--- src/rtl/axi_pkg.sv ---
// Shared AXI read types, cache attributes and the 4 KB boundary helper
// used by the burst read master and its burst-length calculator.
package axi_pkg;

  typedef enum logic [2:0] {
    SIZE_1   = 3'd0,
    SIZE_2   = 3'd1,
    SIZE_4   = 3'd2,
    SIZE_8   = 3'd3,
    SIZE_16  = 3'd4,
    SIZE_32  = 3'd5,
    SIZE_64  = 3'd6,
    SIZE_128 = 3'd7
  } AxiSize_t;

  typedef enum logic [1:0] {
    FIXED = 2'd0,
    INCR  = 2'd1,
    WRAP  = 2'd2
  } AxiBurst_t;

  typedef enum logic [1:0] {
    OKAY   = 2'd0,
    EXOKAY = 2'd1,
    SLVERR = 2'd2,
    DECERR = 2'd3
  } AxiResp_t;

  // Bit order follows the AxCACHE encoding: bit 0 is Bufferable.
  typedef struct packed {
    logic allocate;
    logic otherAllocate;
    logic modifiable;
    logic bufferable;
  } AxiCache_t;

  typedef struct packed {
    logic [31:0] address;
    logic [15:0] bytes;
  } AxiMasterRdCtrl_t;

  typedef struct packed {
    AxiResp_t resp;
  } AxiMasterRdStatus_t;

  localparam AxiCache_t CACHE_BUFFERABLE = '{allocate: 1'b0, otherAllocate: 1'b0,
                                             modifiable: 1'b0, bufferable: 1'b1};

  // Number of beats of 2**sizeLog2 bytes left before the next 4 KB page.
  function automatic logic [12:0] beatsTo4k(input logic [31:0] addr, input int sizeLog2);
    logic [12:0] bytesLeft;
    bytesLeft = 13'd4096 - {1'b0, addr[11:0]};
    return bytesLeft >> sizeLog2;
  endfunction

endpackage

--- src/rtl/axi_rd_burst_master_calc.sv ---
// Combinational burst sizing: the largest burst that fits the remaining
// beats, the burst length cap and the current 4 KB page.
module axi_burst_calc
  import axi_pkg::*;
#(
  parameter int DATA_W        = 32,
  parameter int MAX_BURST_LEN = 16
) (
  input  logic [31:0] addr_i,
  input  logic [15:0] remaining_i,
  output logic [8:0]  beats_o
);

  localparam int SIZE_LOG2 = $clog2(DATA_W / 8);
  localparam logic [16:0] MAX_LEN = 17'(MAX_BURST_LEN);

  logic [16:0] toBoundary;
  logic [16:0] remWide;

  // Minimum of the three limits; every winning branch fits in 9 bits.
  always_comb begin
    toBoundary = {4'd0, beatsTo4k(addr_i, SIZE_LOG2)};
    remWide    = {1'b0, remaining_i};
    if (MAX_LEN <= remWide && MAX_LEN <= toBoundary) begin
      beats_o = 9'(MAX_BURST_LEN);
    end else if (toBoundary <= remWide) begin
      beats_o = toBoundary[8:0];
    end else begin
      beats_o = remWide[8:0];
    end
  end

endmodule

--- src/rtl/axi_rd_burst_master.sv ---
// AXI4 read burst master: splits one byte-count request into 4 KB-safe
// INCR bursts, limits bursts in flight and streams R data to a consumer.
module axi_rd_burst_master
  import axi_pkg::*;
#(
  parameter int DATA_W          = 32,
  parameter int MAX_BURST_LEN   = 16,
  parameter int MAX_OUTSTANDING = 4
) (
  input  logic               clk,
  input  logic               rst_n,
  input  logic               ctrl_valid,
  output logic               ctrl_ready,
  input  AxiMasterRdCtrl_t   ctrl,
  output logic               status_valid,
  output AxiMasterRdStatus_t status,
  output logic [31:0]        araddr,
  output logic [7:0]         arlen,
  output AxiSize_t           arsize,
  output AxiBurst_t          arburst,
  output AxiCache_t          arcache,
  output logic               arvalid,
  input  logic               arready,
  input  logic [DATA_W-1:0]  rdata,
  input  AxiResp_t           rresp,
  input  logic               rlast,
  input  logic               rvalid,
  output logic               rready,
  output logic [DATA_W-1:0]  out_data,
  output logic               out_last,
  output logic               out_valid,
  input  logic               out_ready
);

  localparam int BYTES     = DATA_W / 8;
  localparam int SIZE_LOG2 = $clog2(BYTES);
  localparam int OUT_W     = $clog2(MAX_OUTSTANDING + 1);
  localparam logic [OUT_W-1:0] OUT_MAX = OUT_W'(MAX_OUTSTANDING);
  localparam logic [OUT_W-1:0] OUT_ONE = OUT_W'(1);
  localparam logic [31:0] ALIGN_MASK = 32'(BYTES - 1);

  typedef enum logic [1:0] {IDLE, ISSUE, DRAIN, DONE} state_t;

  state_t         state_q, state_d;
  logic [15:0]    remaining_q, remaining_d;
  logic [31:0]    nextAddr_q, nextAddr_d;
  logic [31:0]    araddr_q, araddr_d;
  logic [7:0]     arlen_q, arlen_d;
  logic           arvalid_q, arvalid_d;
  logic [OUT_W-1:0] outstanding_q, outstanding_d;
  AxiResp_t       resp_q, resp_d;
  logic           statusValid_q, statusValid_d;

  logic        arHs;
  logic        rActive;
  logic        lastHs;
  logic        misaligned;
  logic [31:0] burstBytes;
  logic [8:0]  calcBeats;

  assign arHs       = arvalid_q && arready;
  assign rActive    = (outstanding_q != '0);
  assign lastHs     = rvalid && out_ready && rActive && rlast;
  assign misaligned = (|(ctrl.address & ALIGN_MASK)) || (|(ctrl.bytes & ALIGN_MASK[15:0]));
  assign burstBytes = (32'(arlen_q) + 32'd1) << SIZE_LOG2;

  assign ctrl_ready   = (state_q == IDLE);
  assign status_valid = statusValid_q;
  assign status.resp  = resp_q;
  assign araddr       = araddr_q;
  assign arlen        = arlen_q;
  assign arvalid      = arvalid_q;
  assign arsize       = AxiSize_t'(3'(SIZE_LOG2));
  assign arburst      = INCR;
  assign arcache      = CACHE_BUFFERABLE;
  assign rready       = out_ready;
  assign out_valid    = rvalid && rActive;
  assign out_data     = rdata;
  assign out_last     = rlast && rActive && (state_q == DRAIN) && (outstanding_q == OUT_ONE);

  axi_burst_calc #(
    .DATA_W        (DATA_W),
    .MAX_BURST_LEN (MAX_BURST_LEN)
  ) u_calc (
    .addr_i      (nextAddr_d),
    .remaining_i (remaining_d),
    .beats_o     (calcBeats)
  );

  // Transfer sequencing, beat/address bookkeeping and sticky response.
  always_comb begin
    state_d       = state_q;
    remaining_d   = remaining_q;
    nextAddr_d    = nextAddr_q;
    resp_d        = resp_q;
    statusValid_d = 1'b0;
    outstanding_d = outstanding_q;
    if (arHs && !lastHs) begin
      outstanding_d = outstanding_q + OUT_ONE;
    end else if (!arHs && lastHs) begin
      outstanding_d = outstanding_q - OUT_ONE;
    end
    case (state_q)
      IDLE: begin
        if (ctrl_valid) begin
          resp_d = OKAY;
          if (misaligned) begin
            resp_d  = SLVERR;
            state_d = DONE;
          end else if (ctrl.bytes == 16'd0) begin
            state_d = DONE;
          end else begin
            state_d     = ISSUE;
            remaining_d = ctrl.bytes >> SIZE_LOG2;
            nextAddr_d  = ctrl.address;
          end
        end
      end
      ISSUE: begin
        if (arHs) begin
          remaining_d = remaining_q - (16'(arlen_q) + 16'd1);
          nextAddr_d  = nextAddr_q + burstBytes;
          if (remaining_d == 16'd0) begin
            state_d = DRAIN;
          end
        end
      end
      DRAIN: begin
        if (outstanding_q == '0) begin
          state_d = DONE;
        end
      end
      DONE: begin
        statusValid_d = 1'b1;
        state_d       = IDLE;
      end
      default: state_d = IDLE;
    endcase
    if ((state_q == ISSUE || state_q == DRAIN) && lastHs == lastHs && rvalid && out_ready && rActive
        && resp_q == OKAY && (rresp == SLVERR || rresp == DECERR)) begin
      resp_d = rresp;
    end
  end

  // AR channel: hold a stalled request, otherwise launch the next burst
  // whenever the outstanding limit leaves room.
  always_comb begin
    arvalid_d = 1'b0;
    araddr_d  = araddr_q;
    arlen_d   = arlen_q;
    if (arvalid_q && !arready) begin
      arvalid_d = 1'b1;
    end else if (state_d == ISSUE && outstanding_d != OUT_MAX) begin
      arvalid_d = 1'b1;
      araddr_d  = nextAddr_d;
      arlen_d   = 8'(calcBeats - 9'd1);
    end
  end

  // State register with synchronous active-low reset.
  always_ff @(posedge clk) begin
    if (!rst_n) begin
      state_q       <= IDLE;
      remaining_q   <= '0;
      nextAddr_q    <= '0;
      araddr_q      <= '0;
      arlen_q       <= '0;
      arvalid_q     <= 1'b0;
      outstanding_q <= '0;
      resp_q        <= OKAY;
      statusValid_q <= 1'b0;
    end else begin
      state_q       <= state_d;
      remaining_q   <= remaining_d;
      nextAddr_q    <= nextAddr_d;
      araddr_q      <= araddr_d;
      arlen_q       <= arlen_d;
      arvalid_q     <= arvalid_d;
      outstanding_q <= outstanding_d;
      resp_q        <= resp_d;
      statusValid_q <= statusValid_d;
    end
  end

endmodule

--- config.mk ---
export PLATFORM = sky130hd
export DESIGN_NAME = axi_rd_burst_master
export DESIGN_NICKNAME = d
export VERILOG_FILES = /design/src/rtl/axi_pkg.sv /design/src/rtl/axi_rd_burst_master_calc.sv /design/src/rtl/axi_rd_burst_master.sv
export SDC_FILE = /design/constraint.sdc
export NUM_CORES = 1
export LEC_CHECK = 0
export CELL_PAD_IN_SITES_DETAIL_PLACEMENT = 1
export CELL_PAD_IN_SITES_GLOBAL_PLACEMENT = 1
export CORE_UTILIZATION = 32
export CTS_CLUSTER_SIZE = 40
export DETAILED_ROUTE_END_ITERATION = 7
export PLACE_DENSITY = 0.82
export SYNTH_ARGS = -nofsm -noshare
export SYNTH_HDL_FRONTEND = slang
export SYNTH_SLANG_ARGS = --single-unit
--- constraint.sdc ---
create_clock -name clk -period 16.45 [get_ports clk]
set_clock_uncertainty 0.05 [all_clocks]
set_input_delay 2.4675 -clock clk [delete_from_list [all_inputs] [get_ports clk]]
set_output_delay 2.4675 -clock clk [all_outputs]
set_load 0.03 [all_outputs]
==> metrics.md <==
| Metric | Value |
|---|---|
| Switching Power | `649.7 uW` |
| Initial antenna violation count | `0` |
| R2R cell count | `26` |
| Combinational share of power | `61.6%` |
| # Max-Cap Violations | `0` |
| Hold WC Path Type | `reg2reg` |
| WP data required | `about 17,000 ps` |
| Hold depth | `2` |
| H-Tree Depth | `3` |
| Synthesized instance count | `927` |
| Cts bufs inserted | `9` |
| Die Width | `151.6 um` |
| Final setup margin | `7776 ps` |
| FF+latch count, synth | `97` |
| Seq/Total Area, Yosys | `27.11%` |
| Final setup fails | `0` |
| 1st-pass router iterations | `5` |
| GPL Wtd Cong | `about 0.93` |
| Switching share of power | `47.96%` |
| Area occupied by multi-input gates | `4603 um^2` |
| Avg Inst Size Synth | `between 7 and 8 um^2` |
| Unrepaired setup endpoints after global routing | `false` |
| Final core utilization | `roughly two fifths` |
| CTS Buffer Depth | `2` |
| Final routed DRC violation total | `0` |
| Status | `finished clean` |
| Total GRT Usage | `between 20 and 25%` |
| Register Area | `1942 um^2` |
| FF-to-FF End | `arlen[6]` |
| Met3 routed wirelength | `~1.4 mm` |
| Synthesized area | `between 7000 and 8000 um^2` |
| Starting DRC count in detailed routing | `about 360` |
| # diodes | `0` |
| Reg-to-reg startpoint | `state_q[1]` |
| Yosys warning total | `0` |
| Via density | `5.638` |
| WL/cell | `~20 um` |
| # IOs | `178` |
| CTS root buf | `clkbuf_16` |
| Area Growth Syn to Fin | `19.27%` |
| Global-route wire length before repair | `~39 mm` |
| Hold Buf Count CTS | `0` |
| # nets final | `1,111` |
| Overall power | `1.355 mW` |
| R2R Setup Slk | `9500 ps` |
| Input/output buffers | `104` |
| Beginning of the worst hold path | `araddr[0]` |
| Clk network pwr share | `15.9%` |
| Post-CTS sizing | `0` |
| Clock sinks | `97` |
| Final hold vios | `0` |
| Critical path class | `in2reg` |
| Core box area | `21,890 um^2` |
| Routed length on met2 | `roughly 12 mm` |
| Final setup TNS | `0 ps` |
| Pin count of the biggest net entering global routing | `64` |
| Max transition margin | `between 20% and 30%` |
| Final ANT Viol Nets | `0` |
| PwrDens | `roughly 160 nW/um^2` |
| Number of synthesized flops with an enable pin | `0` |
| Critical path launch point type | `input port` |
| Final period util | `52.73%` |
| Tightest Pin Transition | `1087 ps` |
| Top FF cell, synth | `dfxtp_1` |
| Layout filler cell count | `2,712` |
| Via count | `7,138` |
| Initial core utilization | `32.72%` |
| Pleak | `3.282 nW` |
| Most frequent cells in the layout | `clkdlybuf4s50_1 (104), nor2_1 (103), nand2_1 (101)` |
| Layout cell share with drive strength beyond 1 | `6.187%` |
| Cell Rows | `54` |
| Tmin final | `8674 ps` |
| Most common cell after layout, fill and taps aside | `clkdlybuf4s50_1` |
| Post-synthesis cell type count | `75` |
| Die Y-Extent | `roughly 150 um` |
| FFs w/ async S/R, synth | `0%` |
| Maximum vdd drop | `between 0.07 and 0.08 mV` |
| Pre-CTS WS | `7444 ps` |
| Gr ovfl total | `0` |
| Data arrival time of the worst path | `8900 ps` |
| Die area | `~23,000 um^2` |
| Crit path from | `ctrl[1]` |
| CTS tree | `built` |
| Vias in the first global route | `7,143` |
| Wire length on met1 | `10.65 mm` |
| Uppermost layer routed | `met4` |
| Hpwl dp | `about 19 mm` |
| Clock Latency Late Sink | `360 ps` |
| Internal power | `704.9 uW` |
| Setup crit end kind | `flop` |
| Total wire length | `24.70 mm` |
| Part of the power in registers | `between 20 and 25%` |
| Worst-path clk slew | `80 ps` |
| Post-CTS Repair Setup Buffers | `0` |
| Fmax achieved | `around 0.12 GHz` |
| Crit-path max FO | `29` |
| Final Slew Violations | `0` |
| Worst hold endpoint | `araddr[0]` |
==> cells by family (layout without fill, tap and decap cells) <==
logic type | count (synthesis) | after routing | share of synthesized area, %
other | 2 | 9 | 0.1049
flip-flops | 97 | 97 | 27.11
AO/OA/AOI/OAI | 220 | 220 | 21.23
multiplexers | 29 | 29 | 4.158
XOR/XNOR | 52 | 52 | 6.569
buffers and inverters | 128 | 180 | 9.120
adder cells (fa/ha/maj) | 41 | 41 | 7.373
AND/OR/NAND/NOR | 358 | 358 | 24.34
==> per-layer routing <==
metal | global-route usage, % | vias up
met4 | 7.079 | 0
met2 | 38.22 | 212
li1 | - | 3364
met3 | 4.431 | 43
met1 | 26.89 | 3519
met5 | 0 | -
==> power groups by stage <==
| stage | clock, mW | combinational, mW | sequential [mW] |
|---|---|---|---|
| 6_report | 0.216 | 0.835 | 0.304 |
| 5_1_grt | 0.230 | 0.907 | 0.308 |
| 4_1_cts | 0.220 | 0.830 | 0.304 |
| 3_5_place_dp | 0 | 0.824 | 0.310 |
| 3_3_place_gp | 0 | 0.796 | 0.309 |
| 2_1_floorplan | 0 | 0.571 | 0.336 |
==> critical path, stage by stage <==
cell             delay (ps)
clkdlybuf4s50_1         450
nor4_2                  430
and2_1                  360
nand2_1                  90
buf_4                   250
a311oi_1                780
and4_1                  470
and3_1                  250
and3_1                  200
nand2_1                  90
xor2_1                  150
ha_1                    310
o21ai_0                  70
nor2_1                  110
o32ai_1                  90
a31o_2                  210
or4_1                   500
nor2_1                  130
buf_4                   250
mux2i_1                 260
nand2_1                  80
ha_1                    250
o21ai_1                 100
mux2_2                  340
o22ai_1                 150
==> Yosys cell counts (23+ instances only) <==
cell	instances	area share (%)
xnor2_1	31	3.8
buf_4	44	4.6
inv_1	37	1.9
nand2_1	101	5.3
dfxtp_1	97	27
mux2i_1	23	3.2
a21oi_1	64	4.5
o21ai_0	35	2.4
ha_1	39	6.8
nand3_1	25	1.7
clkbuf_1	35	1.8
nor2_1	104	5.5
and2_1	25	2.2
==> metrics by stage <==
stage | instances | hold slack [ps] | cell area, um^2
after CTS | 1266 | 424.3 | 8542
after floorplan | 934 | 406.3 | 7188
after detailed placement | 1250 | 411.9 | 8244
after global routing | 1266 | 448.0 | 8542
final | 1266 | 419.8 | 8542
after global placement | 1250 | 408.0 | 8244
==> area by class of cell <==
cell class              instances  area share (%)
clock buffers                  10           2.798
clock inverters                 6          0.6884
well taps                     280           4.101
flip-flops and latches         97           22.73
inverters                      38           1.670
multi-input cells             709           53.89
repair buffers                126           14.12
==> worst max path at each step <==
| stage | to | slack, ps | depth (start not counted) |
|---|---|---|---|
| finish | arlen[6] | 7780 | 25 |
| global route | arlen[6] | 7390 | 25 |
| CTS | arlen[6] | 7800 | 25 |
| detailed placement | arlen[6] | 7440 | 25 |
| global placement | arlen[6] | 7700 | 25 |
| floorplan | arlen[6] | 8620 | 25 |
==> sequential cells by signal (all words and copies together), names as in the netlist <==
| signal | flops |
|---|---|
| status_valid | 1 |
| status | 2 |
| outstanding_q | 3 |
| state_q | 2 |
| remaining_q | 16 |
| nextAddr_q | 32 |
| araddr | 32 |
| arvalid | 1 |
| arlen | 8 |
(Power assumes the default switching activity.)
